### src/rtl/stream_if.sv
// stream_if: byte stream valid/ready handshake between the stream FIFO and its consumer.
interface stream_if;
    logic       itvalid;
    logic       itready;
    logic [7:0] itdata;
    modport master (output itvalid, output itdata, input itready);
    modport slave  (input itvalid, input itdata, output itready);
endinterface

### src/rtl/stream_uart_tx.sv
// stream_uart_tx: paces a valid/ready byte stream onto an 8N1/8N2 UART line.
// Define UART_TX_PARITY_EN to insert an even-parity bit (8E1/8E2).
module stream_uart_tx #(
    parameter int CLK_DIV   = 434,
    parameter int STOP_BITS = 1
) (
    input  logic     clk,
    input  logic     rstn,
    stream_if.slave  s,
    output logic     tx,
    output logic     busy
);
    localparam int DW = $clog2(CLK_DIV);
`ifdef UART_TX_PARITY_EN
    typedef enum logic [2:0] {IDLE, START, DATA, PARITY, STOP} state_t;
`else
    typedef enum logic [2:0] {IDLE, START, DATA, STOP} state_t;
`endif
    state_t          state_q, state_d;
    logic [DW-1:0]   div_q, div_d;
    logic [2:0]      bit_q, bit_d;
    logic [7:0]      sh_q, sh_d;
    logic            tx_q, tx_d;
    logic            wrap;
`ifdef UART_TX_PARITY_EN
    logic            par_q, par_d;
`endif
    assign wrap      = div_q == DW'(CLK_DIV - 1);
    assign s.itready = rstn & (state_q == IDLE);
    assign busy      = state_q != IDLE;
    assign tx        = tx_q;
    always_comb begin
        state_d = state_q;
        div_d   = wrap ? '0 : div_q + DW'(1);
        bit_d   = bit_q;
        sh_d    = sh_q;
        tx_d    = tx_q;
`ifdef UART_TX_PARITY_EN
        par_d   = par_q;
`endif
        case (state_q)
            IDLE: begin
                div_d = '0;
                tx_d  = 1'b1;
                if (s.itvalid) begin
                    state_d = START;
                    sh_d    = s.itdata;
                    tx_d    = 1'b0;
`ifdef UART_TX_PARITY_EN
                    par_d   = ^s.itdata;
`endif
                end
            end
            START: if (wrap) begin
                state_d = DATA;
                bit_d   = '0;
                tx_d    = sh_q[0];
            end
            DATA: if (wrap) begin
                if (bit_q == 3'd7) begin
                    bit_d = '0;
`ifdef UART_TX_PARITY_EN
                    state_d = PARITY;
                    tx_d    = par_q;
`else
                    state_d = STOP;
                    tx_d    = 1'b1;
`endif
                end else begin
                    bit_d = bit_q + 3'd1;
                    sh_d  = sh_q >> 1;
                    tx_d  = sh_q[1];
                end
            end
`ifdef UART_TX_PARITY_EN
            PARITY: if (wrap) begin
                state_d = STOP;
                tx_d    = 1'b1;
            end
`endif
            STOP: begin
                tx_d = 1'b1;
                if (wrap) begin
                    // bit_q counts stop bits here so two stop bits need no extra counter
                    bit_d   = (bit_q == 3'(STOP_BITS - 1)) ? '0 : bit_q + 3'd1;
                    state_d = (bit_q == 3'(STOP_BITS - 1)) ? IDLE : STOP;
                end
            end
            default: begin
                state_d = IDLE;
                tx_d    = 1'b1;
            end
        endcase
    end
    always_ff @(posedge clk) begin
        if (!rstn) begin
            state_q <= IDLE;
            div_q   <= '0;
            bit_q   <= '0;
            sh_q    <= '0;
            tx_q    <= 1'b1;
`ifdef UART_TX_PARITY_EN
            par_q   <= 1'b0;
`endif
        end else begin
            state_q <= state_d;
            div_q   <= div_d;
            bit_q   <= bit_d;
            sh_q    <= sh_d;
            tx_q    <= tx_d;
`ifdef UART_TX_PARITY_EN
            par_q   <= par_d;
`endif
        end
    end
endmodule

### src/flat_wrapper.sv
// flat-port wrapper written by rule: the top's interface ports become plain ports
module stream_uart_tx_flat 
#(
    parameter int CLK_DIV   = 434,
    parameter int STOP_BITS = 1
)
  (clk, rstn, tx, busy, s_itvalid, s_itdata, s_itready);
  stream_if s_i ();
  input  logic clk;
  input  logic rstn;
  output logic tx;
  output logic busy;
  input wire logic [$bits(s_i.itvalid)-1:0] s_itvalid;
  input wire logic [$bits(s_i.itdata)-1:0] s_itdata;
  output wire logic [$bits(s_i.itready)-1:0] s_itready;
  assign s_i.itvalid = s_itvalid;
  assign s_i.itdata = s_itdata;
  assign s_itready = s_i.itready;
  stream_uart_tx #(.CLK_DIV(CLK_DIV), .STOP_BITS(STOP_BITS)) u_core (.clk(clk), .rstn(rstn), .s(s_i), .tx(tx), .busy(busy));
endmodule
### config.mk
export PLATFORM = sky130hd
export DESIGN_NAME = stream_uart_tx_flat
export DESIGN_NICKNAME = d
export VERILOG_FILES = /design/src/rtl/stream_if.sv /design/src/rtl/stream_uart_tx.sv /design/src/flat_wrapper.sv
export SDC_FILE = /design/constraint.sdc
export NUM_CORES = 1
export LEC_CHECK = 0
export BUFFER_PORTS_ARGS = -buffer_cell sky130_fd_sc_hd__buf_2
export CORE_MARGIN = 5
export CORE_UTILIZATION = 59
export CTS_BUF_LIST = sky130_fd_sc_hd__clkbuf_2 sky130_fd_sc_hd__clkbuf_4 sky130_fd_sc_hd__clkbuf_8
export CTS_CLUSTER_SIZE = 8
export DETAILED_ROUTE_END_ITERATION = 7
export HOLD_SLACK_MARGIN = 0.06
export MAX_ROUTING_LAYER = met4
export PLACE_DENSITY_LB_ADDON = 0.2
export SETUP_SLACK_MARGIN = 0.05
export SLEW_MARGIN = 20
export SYNTH_ARGS = -nofsm -noshare
export SYNTH_HDL_FRONTEND = slang
export SYNTH_SLANG_ARGS = --single-unit
export TNS_END_PERCENT = 20
### constraint.sdc
create_clock -name clk -period 2.52 [get_ports clk]
set_input_delay 0.252 -clock clk [delete_from_list [all_inputs] [get_ports clk]]
set_output_delay 0.252 -clock clk [all_outputs]
set_load 0.01 [all_outputs]
==> results of run 1 <==
==> final cells by class <==
type                       instances  area [um^2]  share of cell area
inverter                           7         26.3              0.0208
timing repair buffer              14         72.6              0.0574
clock buffer                       3         22.5              0.0178
multi-input combinational         93          644               0.509
sequential                        23          460               0.364
tap                               27         33.8              0.0267
clock inverter                     1         5.00             0.00396
==> worst max-delay path: stages (launching register included) <==
cell and delay, ns:
dfxtp_1 0.41, ha_1 0.16, or4b_4 0.50, o41ai_4 0.33, buf_4 0.25, nor2_1 0.06, a211oi_1 0.21
==> per-stage QoR <==
stage | setup WS (ns) | instances | instance area, um^2 | power (W)
after floorplan | 0.634 | 129 | 1160 | 0.000468
after global placement | 0.651 | 164 | 1240 | 0.000488
after detailed placement | 0.545 | 164 | 1240 | 0.000493
after CTS | 0.509 | 168 | 1260 | 0.000663
after global routing | 0.386 | 168 | 1260 | 0.000692
final | 0.516 | 168 | 1260 | 0.000655
==> final timing paths <==
path | start | to | slack, ns
max | u_core.div_q[0] | u_core.sh_q[4] | 0.52
min | s_itvalid | u_core.state_q[0] | 0.19
max reg2reg | u_core.div_q[0] | u_core.sh_q[4] | 0.52
min reg2reg | u_core.div_q[0] | u_core.div_q[0] | 0.50
==> kinds of logic after synthesis <==
logic type	share of synthesized area
AOI/OAI and AO/OA	0.183
muxes	0.0700
DFF	0.397
and+or+nand+nor	0.195
adders and majority gates	0.0539
buffers and inverters	0.0485
xor gates and xnor gates	0.0528
==> cell usage after synthesis (all sizes together) (3+ instances only) <==
library cell,instances,area (um^2)
nand2,9,33.8
nor3,3,15.0
clkbuf,5,18.8
nor2,21,78.8
a211oi,7,67.6
dfxtp,23,460
a21oi,5,25.0
xnor2,5,43.8
mux2i,7,70.1
inv,7,26.3
nand3,6,30.0
ha,5,62.6
==> where the power goes <==
group	internal (W)	total, W	switching, W
Sequential	0.000381	0.000397	0.0000162
Clock	0.0000593	0.000171	0.000112
Combinational	0.0000411	0.0000869	0.0000457
Total	0.000482	0.000655	0.000174
==> metal layers <==
metal / vias up / part of all wire / track usage
met5: - / 0 / -
met4: 0 / 0.0066 / 0.0622
met3: 2 / 0.033 / 0.0327
met2: 18 / 0.50 / 0.287
met1: 433 / 0.46 / 0.205
li1: 481 / - / -
==> flip-flops by register name, indices dropped and copies added (netlist names) <==
signal	flops
u_core.state_q	2
u_core.sh_q	8
u_core.tx	1
u_core.div_q	9
u_core.bit_q	3
==> flow_summary.yaml, run 1 <==
status:
  status: "finished clean"
layout:
  antennaDiodeCount: 0
  final_common_cell: "dfxtp_1"
  mostFrequentLayoutCells: "23 x dfxtp_1, 21 x nor2_1, 13 x buf_2, 9 x nand2_1"
  area_growth_pct: 8.94
  fillers: 168
  final_util: 0.658
  layout-drive-gt1-share: 0.184
  nNetsFinal: 158
min_path:
  holdPathStages: 2
  hold_class: "in2reg"
detailed_routing:
  drtAntennaViolNets: 0
  remaining_drc_errors: 0
  drt_iter0_drc: 19
  vias: 934
  wl_per_cell_um: 12.7
  wirelength_um: 2130
  via_per_inst: 5.56
  firstDrtPassIters: 4
die:
  die-area_um2: 2960
  die_h_um: 54.4
  io_pins: 14
  core_um2: 1920
  start_util: 0.604
  row_count: 16
  die-width_um: 54.4
logic_synthesis:
  async_flop_share: 0
  synth_cells: 129
  ys_ff_latch: 23
  avgSynthCellArea_um2: 9.00
  ys.flop_type: "dfxtp_1"
  ys_warn_count: 0
  synth_fp_nets: 145
  synth_area_um2: 1160
  synth_edf_count: 0
  synth-seq-area-share: 0.397
  synth_cell_type_count: 34
place:
  gp_congestion: 0.745
  io_buffers: 13
  dpl.hpwl_um: 1560
worst_setup_path:
  crit_type: "reg2reg"
  crit_arrival_ns: 2.23
  required_ns: 2.75
  startpoint_type: "flip-flop"
  end_kind: "flip-flop"
  reg2regPathDepth: 6
  critPathMaxFanout: 14
sta:
  timing.slew.headroom: 0.513
  finalSetupViolCount: 0
  period_needed_ns: 2.00
  rsz0062_at_grt: "no"
  setup_tns_ns: 0
  finalHoldViolCount: 0
  max_freq_ghz: 0.499
  drv_slew: 0
  timing.hold.ws_ns: 0.191
  skew_ns: 0.00205
  fin_crit_sh: 0.795
  tightest_slew_ns: 0.730
clock_network:
  cts_max_path_buffers: 2
  cts_buffers: 3
  postCtsSetupRepairBufs: 0
  clk_pin_slew_ns: 0.13
  clk_latency_ns: 0.31
  cts-resized-gates: 0
  tritoncts: "yes"
  holdBufCountCts: 0
  root_buffer: "clkbuf_4"
  htree_levels: 1
  cts_sinks: 23
global_route:
  grt_pass1_vias: 847
  antenna_found_initial: 0
  grt.total_usage: 0.172
  grt-ovfl-total: 0
  grt_pass1_wl_um: 3600
  grt_max_degree: 18
pwr:
  power.density_nw_per_um2: 518
  peakVddDrop_mv: 0.307
  p_leak_nw: 0.476
run:
  maxCapViolCount: 0
No activity file was read; power rests on OpenSTA's default activity.
==> run 2: changes to the inputs <==
- ABC_AREA: default -> 1
- CORE_UTILIZATION: 59 -> 60
- clock period: 2.52 -> 2 ns (I/O delays scaled with it)
==> flow_summary.yaml, run 2 <==
worst_setup_path:
  critPathBufInv: 2
  crit_family: "flip-flops"
  worstPathCellList: "nor2_4, inv_4, nor2_1, buf_2"
  crit_path_max_incr_delay_ns: 0.56
  crit_slowest_cell: "dfxtp_1"
  startpoint_type: "flip-flop"
  crit_arrival_ns: 1.33
  rrSetupSlack_ns: 0.52
  required_ns: 1.80
  rr_startpoint: "u_core.bit_q[0]"
  worstReg2RegEnd: "u_core.sh_q[5]"
  critPathMaxFanout: 11
  end_kind: "output pin"
  reg2regPathDepth: 7
  crit_type: "reg2out"
logic_synthesis:
  async_flop_share: 0
  yosys.area.top_type: "dfxtp_1"
  ys_ff_latch: 23
  synth_area_leaders: "dfxtp_1 34%, nand2_1 14%, nor2_1 7.9%"
  synth_fp_nets: 204
  synth_edf_count: 0
  synth_cells: 188
  avgSynthCellArea_um2: 7.12
  synth-seq-area-share: 0.344
  ys_warn_count: 0
  synth_cell_type_count: 29
  synth_common_cells: "50 x nand2_1, 28 x nor2_1, 23 x dfxtp_1"
  post-synth-top-count-cell: "nand2_1"
  ys.flop_type: "dfxtp_1"
  synth_top_area_share: 0.344
  synth_area_um2: 1340
layout:
  fillers: 203
  largest_reg_flops: 9
  layout-drive-gt1-share: 0.214
  final_common_cell: "nand2_1"
  mostFrequentLayoutCells: "50 x nand2_1, 28 x nor2_1, 23 x dfxtp_1, 15 x inv_1, 14 x nand3_1"
  antennaDiodeCount: 0
  top_regs: "u_core.div_q: 9 flops, u_core.sh_q: 8 flops, u_core.bit_q: 3 flops"
  area_growth_pct: 6.26
  regMostFlops: "u_core.div_q"
  nNetsFinal: 218
clock_network:
  root_buffer: "clkbuf_4"
  cts_buffers: 3
  clk_pin_slew_ns: 0.13
  clk_latency_ns: 0.32
  htree_levels: 1
  holdBufCountCts: 0
  cts-resized-gates: 0
  tritoncts: "yes"
  postCtsSetupRepairBufs: 0
  cts_max_path_buffers: 2
  cts_sinks: 23
die:
  io_pins: 14
  die_h_um: 57.2
  core_um2: 2170
  die-width_um: 57.2
  die-area_um2: 3280
  start_util: 0.617
  row_count: 17
pwr:
  switchingPower_w: 0.000414
  sw_frac_of_total: 0.366
  power_frac_comb: 0.318
  p_leak_nw: 0.646
  power.density_nw_per_um2: 796
  power.internal_w: 0.000719
  peakVddDrop_mv: 0.612
  pwr-share-clk: 0.196
  seqPwrFrac: 0.486
place:
  dpl.hpwl_um: 1940
  preCtsSetupSlack_ns: 0.536
  gp_congestion: 0.816
  io_buffers: 13
min_path:
  min_to: "u_core.sh_q[0]"
  hold_class: "in2reg"
  min-delay-start: "s_itdata[0]"
  holdPathStages: 5
detailed_routing:
  remaining_drc_errors: 0
  via_per_inst: 5.10
  wirelength_um: 2420
  drt_iter0_drc: 35
  vias: 1168
  firstDrtPassIters: 4
  drtAntennaViolNets: 0
  wl_per_cell_um: 10.6
sta:
  finalHoldViolCount: 0
  skew_ns: 0.00738
  period_needed_ns: 1.53
  worst_slack_ns: 0.475
  finalSetupViolCount: 0
  fin_crit_sh: 0.763
  timing.slew.headroom: 0.757
  setup_tns_ns: 0
  drv_slew: 0
  max_freq_ghz: 0.656
  tightest_slew_ns: 0.363
  rsz0062_at_grt: "no"
status:
  status: "finished clean"
global_route:
  grt_pass1_wl_um: 4610
  grt_max_degree: 15
  grt_busiest_layer: "met2"
  use_met2: 0.295
  grt-ovfl-total: 0
  use_met1: 0.221
  grt.total_usage: 0.185
  grt_pass1_vias: 1130
  globalRouteMet3Util: 0.0294
  antenna_found_initial: 0
run:
  maxCapViolCount: 0
run 2: changes by cell type after synthesis, moves of 4 or more:
cell	previous run	this run
a21oi_1	5	11
nor2_1	21	28
nor2_2	0	5
nand2_1	9	50
inv_1	7	15
o21ai_0	1	6
inv_2	0	4
mux2i_1	7	0
nand3_1	6	14
clkbuf_1	5	0
a211oi_1	4	0
xnor2_1	5	0
run 2: power by group through the flow:
stage | Sequential, W | Combinational (W) | Clock [W]
after floorplan | 0.000546 | 0.000337 | 0
after global placement | 0.000559 | 0.000354 | 0
after detailed placement | 0.000561 | 0.000364 | 0
after CTS | 0.000550 | 0.000365 | 0.000229
after global routing | 0.000559 | 0.000422 | 0.000256
final | 0.000550 | 0.000360 | 0.000222
run 2: final cells by class:
type                       instances  area [um^2]  area share
multi-input combinational        141          754       0.530
sequential                        23          460       0.324
inverter                          20         77.6      0.0545
timing repair buffer              13         65.1      0.0457
tap                               28         35.0      0.0246
clock buffer                       3         22.5      0.0158
clock inverter                     1         7.51     0.00528
run 2: worst register-to-register path: cells and delay by family (launching register included):
family	cells	cell delay (ns)
AND/OR/NAND/NOR	5	0.67
flip-flops	1	0.34
adder cells (fa/ha/maj)	2	0.40
run 2: cells by family (layout without fill, tap and decap cells):
kind of cell    count (synthesis)  count (layout)  share of synthesized area
compound gates                 19              19                     0.0748
xor+xnor                        2               2                     0.0131
fa+ha+maj                       5               5                     0.0467
buf+inv                        24              37                     0.0925
flops                          23              23                      0.344
simple gates                  115             115                      0.429
run 2: worst max-delay path by stage:
stage	from	endpoint	cells after the start
after floorplan	u_core.div_q[0]	u_core.div_q[7]	7
after global placement	u_core.bit_q[0]	u_core.sh_q[3]	7
after detailed placement	u_core.bit_q[0]	u_core.sh_q[3]	7
after CTS	u_core.state_q[1]	s_itready	4
after global routing	u_core.state_q[1]	s_itready	4
final	u_core.state_q[1]	s_itready	4
run 2: stage by stage:
stage | cell area [um^2] | total power [W] | utilization | hold WS (ns) | cells
2_1_floorplan | 1340 | 0.000883 | - | 0.338 | 188
3_3_place_gp | 1390 | 0.000912 | 0.642 | 0.448 | 225
3_5_place_dp | 1390 | 0.000924 | 0.642 | 0.479 | 225
4_1_cts | 1420 | 0.00114 | 0.656 | 0.201 | 229
5_1_grt | 1420 | 0.00124 | 0.656 | 0.202 | 229
6_report | 1420 | 0.00113 | 0.656 | 0.205 | 229
run 2: layer usage:
metal	wire length (um)	share of wire
met5	0	0
met1	1100	0.46
met2	1160	0.48
met3	94	0.039
met4	59	0.024
==> run 3: changes to the inputs <==
- ABC_AREA: 1 -> 0
- CORE_UTILIZATION: 60 -> 59
- clock period: 2 -> 1.6 ns (I/O delays scaled with it)
==> flow_summary.yaml, run 3 (synthesis gave the netlist of run 1 again) <==
detailed_routing:
  via_per_inst: 5.20
  drt_iter0_drc: 3
  wl_per_cell_um: 12.5
  drtAntennaViolNets: 0
  vias: 962
  remaining_drc_errors: 0
  firstDrtPassIters: 4
  wirelength_um: 2310
worst_setup_path:
  critPathMaxFanout: 5
  rr_startpoint: "u_core.div_q[1]"
  crit_slowest_cell: "or4b_4"
  crit_type: "reg2reg"
  end_kind: "flip-flop"
  crit_family: "simple AND/OR/NAND/NOR gates"
  worstSetupEndpoint: "u_core.sh_q[2]"
  rrSetupSlack_ns: -0.19
  startpoint_type: "flip-flop"
  crit_arrival_ns: 2.02
  crit_path_max_incr_delay_ns: 0.50
  worst-path-stages: 7
  required_ns: 1.83
  reg2regPathDepth: 7
  worstPathCellList: "inv_2, ha_4, or4b_4, o41ai_4, buf_4, nor2_1, a211oi_1"
  worstReg2RegEnd: "u_core.sh_q[2]"
  critPathBufInv: 2
  critPathLaunch: "u_core.div_q[1]"
clock_network:
  cts_sinks: 23
  htree_levels: 1
  clk_latency_ns: 0.31
  root_buffer: "clkbuf_4"
  clk_pin_slew_ns: 0.13
  holdBufCountCts: 0
  tritoncts: "yes"
  cts_max_path_buffers: 2
  cts_buffers: 3
layout:
  area_growth_pct: 25.3
  largest_reg_flops: 9
  antennaDiodeCount: 0
  top_regs: "u_core.div_q: 9 flops, u_core.sh_q: 8 flops, u_core.bit_q: 3 flops"
  layout-drive-gt1-share: 0.342
  regMostFlops: "u_core.div_q"
  design_area_um2: 1460
  final_common_cell: "dfxtp_1"
  instances_no_fill: 185
  mostFrequentLayoutCells: "20 x dfxtp_1, 17 x nor2_1, 17 x buf_4, 13 x buf_2, 9 x nand2_1"
  nNetsFinal: 175
  final_util: 0.757
die:
  die-area_um2: 2960
  core_um2: 1920
  io_pins: 14
  die_h_um: 54.4
  start_util: 0.604
  row_count: 16
  die-width_um: 54.4
sta:
  tightest_slew_ns: 0.451
  setup_tns_ns: -2.67
  period_needed_ns: 1.79
  skew_ns: 0.00520
  max_freq_ghz: 0.559
  finalHoldViolCount: 0
  timing.slew.headroom: 0.699
  rsz0062_at_grt: "yes"
  drv_slew: 0
  timing.hold.ws_ns: 0.0895
  finalSetupViolCount: 21
  worst_slack_ns: -0.187
  fin_crit_sh: 1.12
global_route:
  grt-ovfl-total: 0
  grt.total_usage: 0.190
  grt_pass1_wl_um: 3930
  antenna_found_initial: 0
  grt_pass1_vias: 963
  grt_max_degree: 15
pwr:
  p_leak_nw: 0.579
  peakVddDrop_mv: 0.594
  power.internal_w: 0.000801
  pwr-share-clk: 0.263
  seqPwrFrac: 0.571
  sw_frac_of_total: 0.263
  power_frac_comb: 0.166
  switchingPower_w: 0.000286
  power.density_nw_per_um2: 747
status:
  status: "complete, but fails checks"
  violations: "setup timing"
place:
  gp_congestion: 0.737
  place_area_um2: 1390
  io_buffers: 13
  numPlacedInstances: 179
  dpl.hpwl_um: 1760
min_path:
  min-delay-start: "s_itvalid"
  hold_class: "in2reg"
run:
  maxCapViolCount: 0
-- run 3: worst min path at each step --
| stage | end | slack [ns] | cells past startpoint |
|---|---|---|---|
| final | u_core.state_q[0] | 0.09 | 2 |
| after global placement | u_core.state_q[0] | 0.41 | 2 |
| after global routing | u_core.state_q[0] | 0.09 | 2 |
| after CTS | u_core.state_q[0] | 0.08 | 2 |
| after floorplan | u_core.state_q[0] | 0.29 | 1 |
| after detailed placement | u_core.state_q[0] | 0.41 | 2 |
-- run 3: layout make-up --
type	instances	area [um^2]
well taps	27	33.8
repair buffers	31	204
fillers	156	467
inverters	7	26.3
clock buffers	4	30.0
multi-input cells	93	697
flip-flops and latches	23	464
-- run 3: metal layers --
layer	part of all wire	global-route usage	vias up
met5	0	-	-
met4	0.014	0.0954	0
met3	0.029	0.0327	4
met2	0.51	0.325	12
met1	0.45	0.212	433
li1	-	-	513
-- run 3: power groups by stage --
stage | Clock [W] | Sequential (W) | Combinational (W)
final | 0.000286 | 0.000621 | 0.000180
after global routing | 0.000323 | 0.000624 | 0.000201
after CTS | 0.000296 | 0.000621 | 0.000180
after detailed placement | 0 | 0.000633 | 0.000169
after global placement | 0 | 0.000631 | 0.000162
after floorplan | 0 | 0.000634 | 0.000117
-- run 3: timing repair --
item,CTS,global route
buffers inserted,2,0
setup endpoints to repair,22,23
hold endpoints to repair,0,0
pin swaps,1,0
resized for setup,6,1
-- run 3: metrics by stage --
step	setup WS [ns]	power (W)
floorplan	-0.115	0.000751
global placement	-0.128	0.000793
detailed placement	-0.263	0.000803
CTS	-0.203	0.00110
global route	-0.327	0.00115
finish	-0.187	0.00109
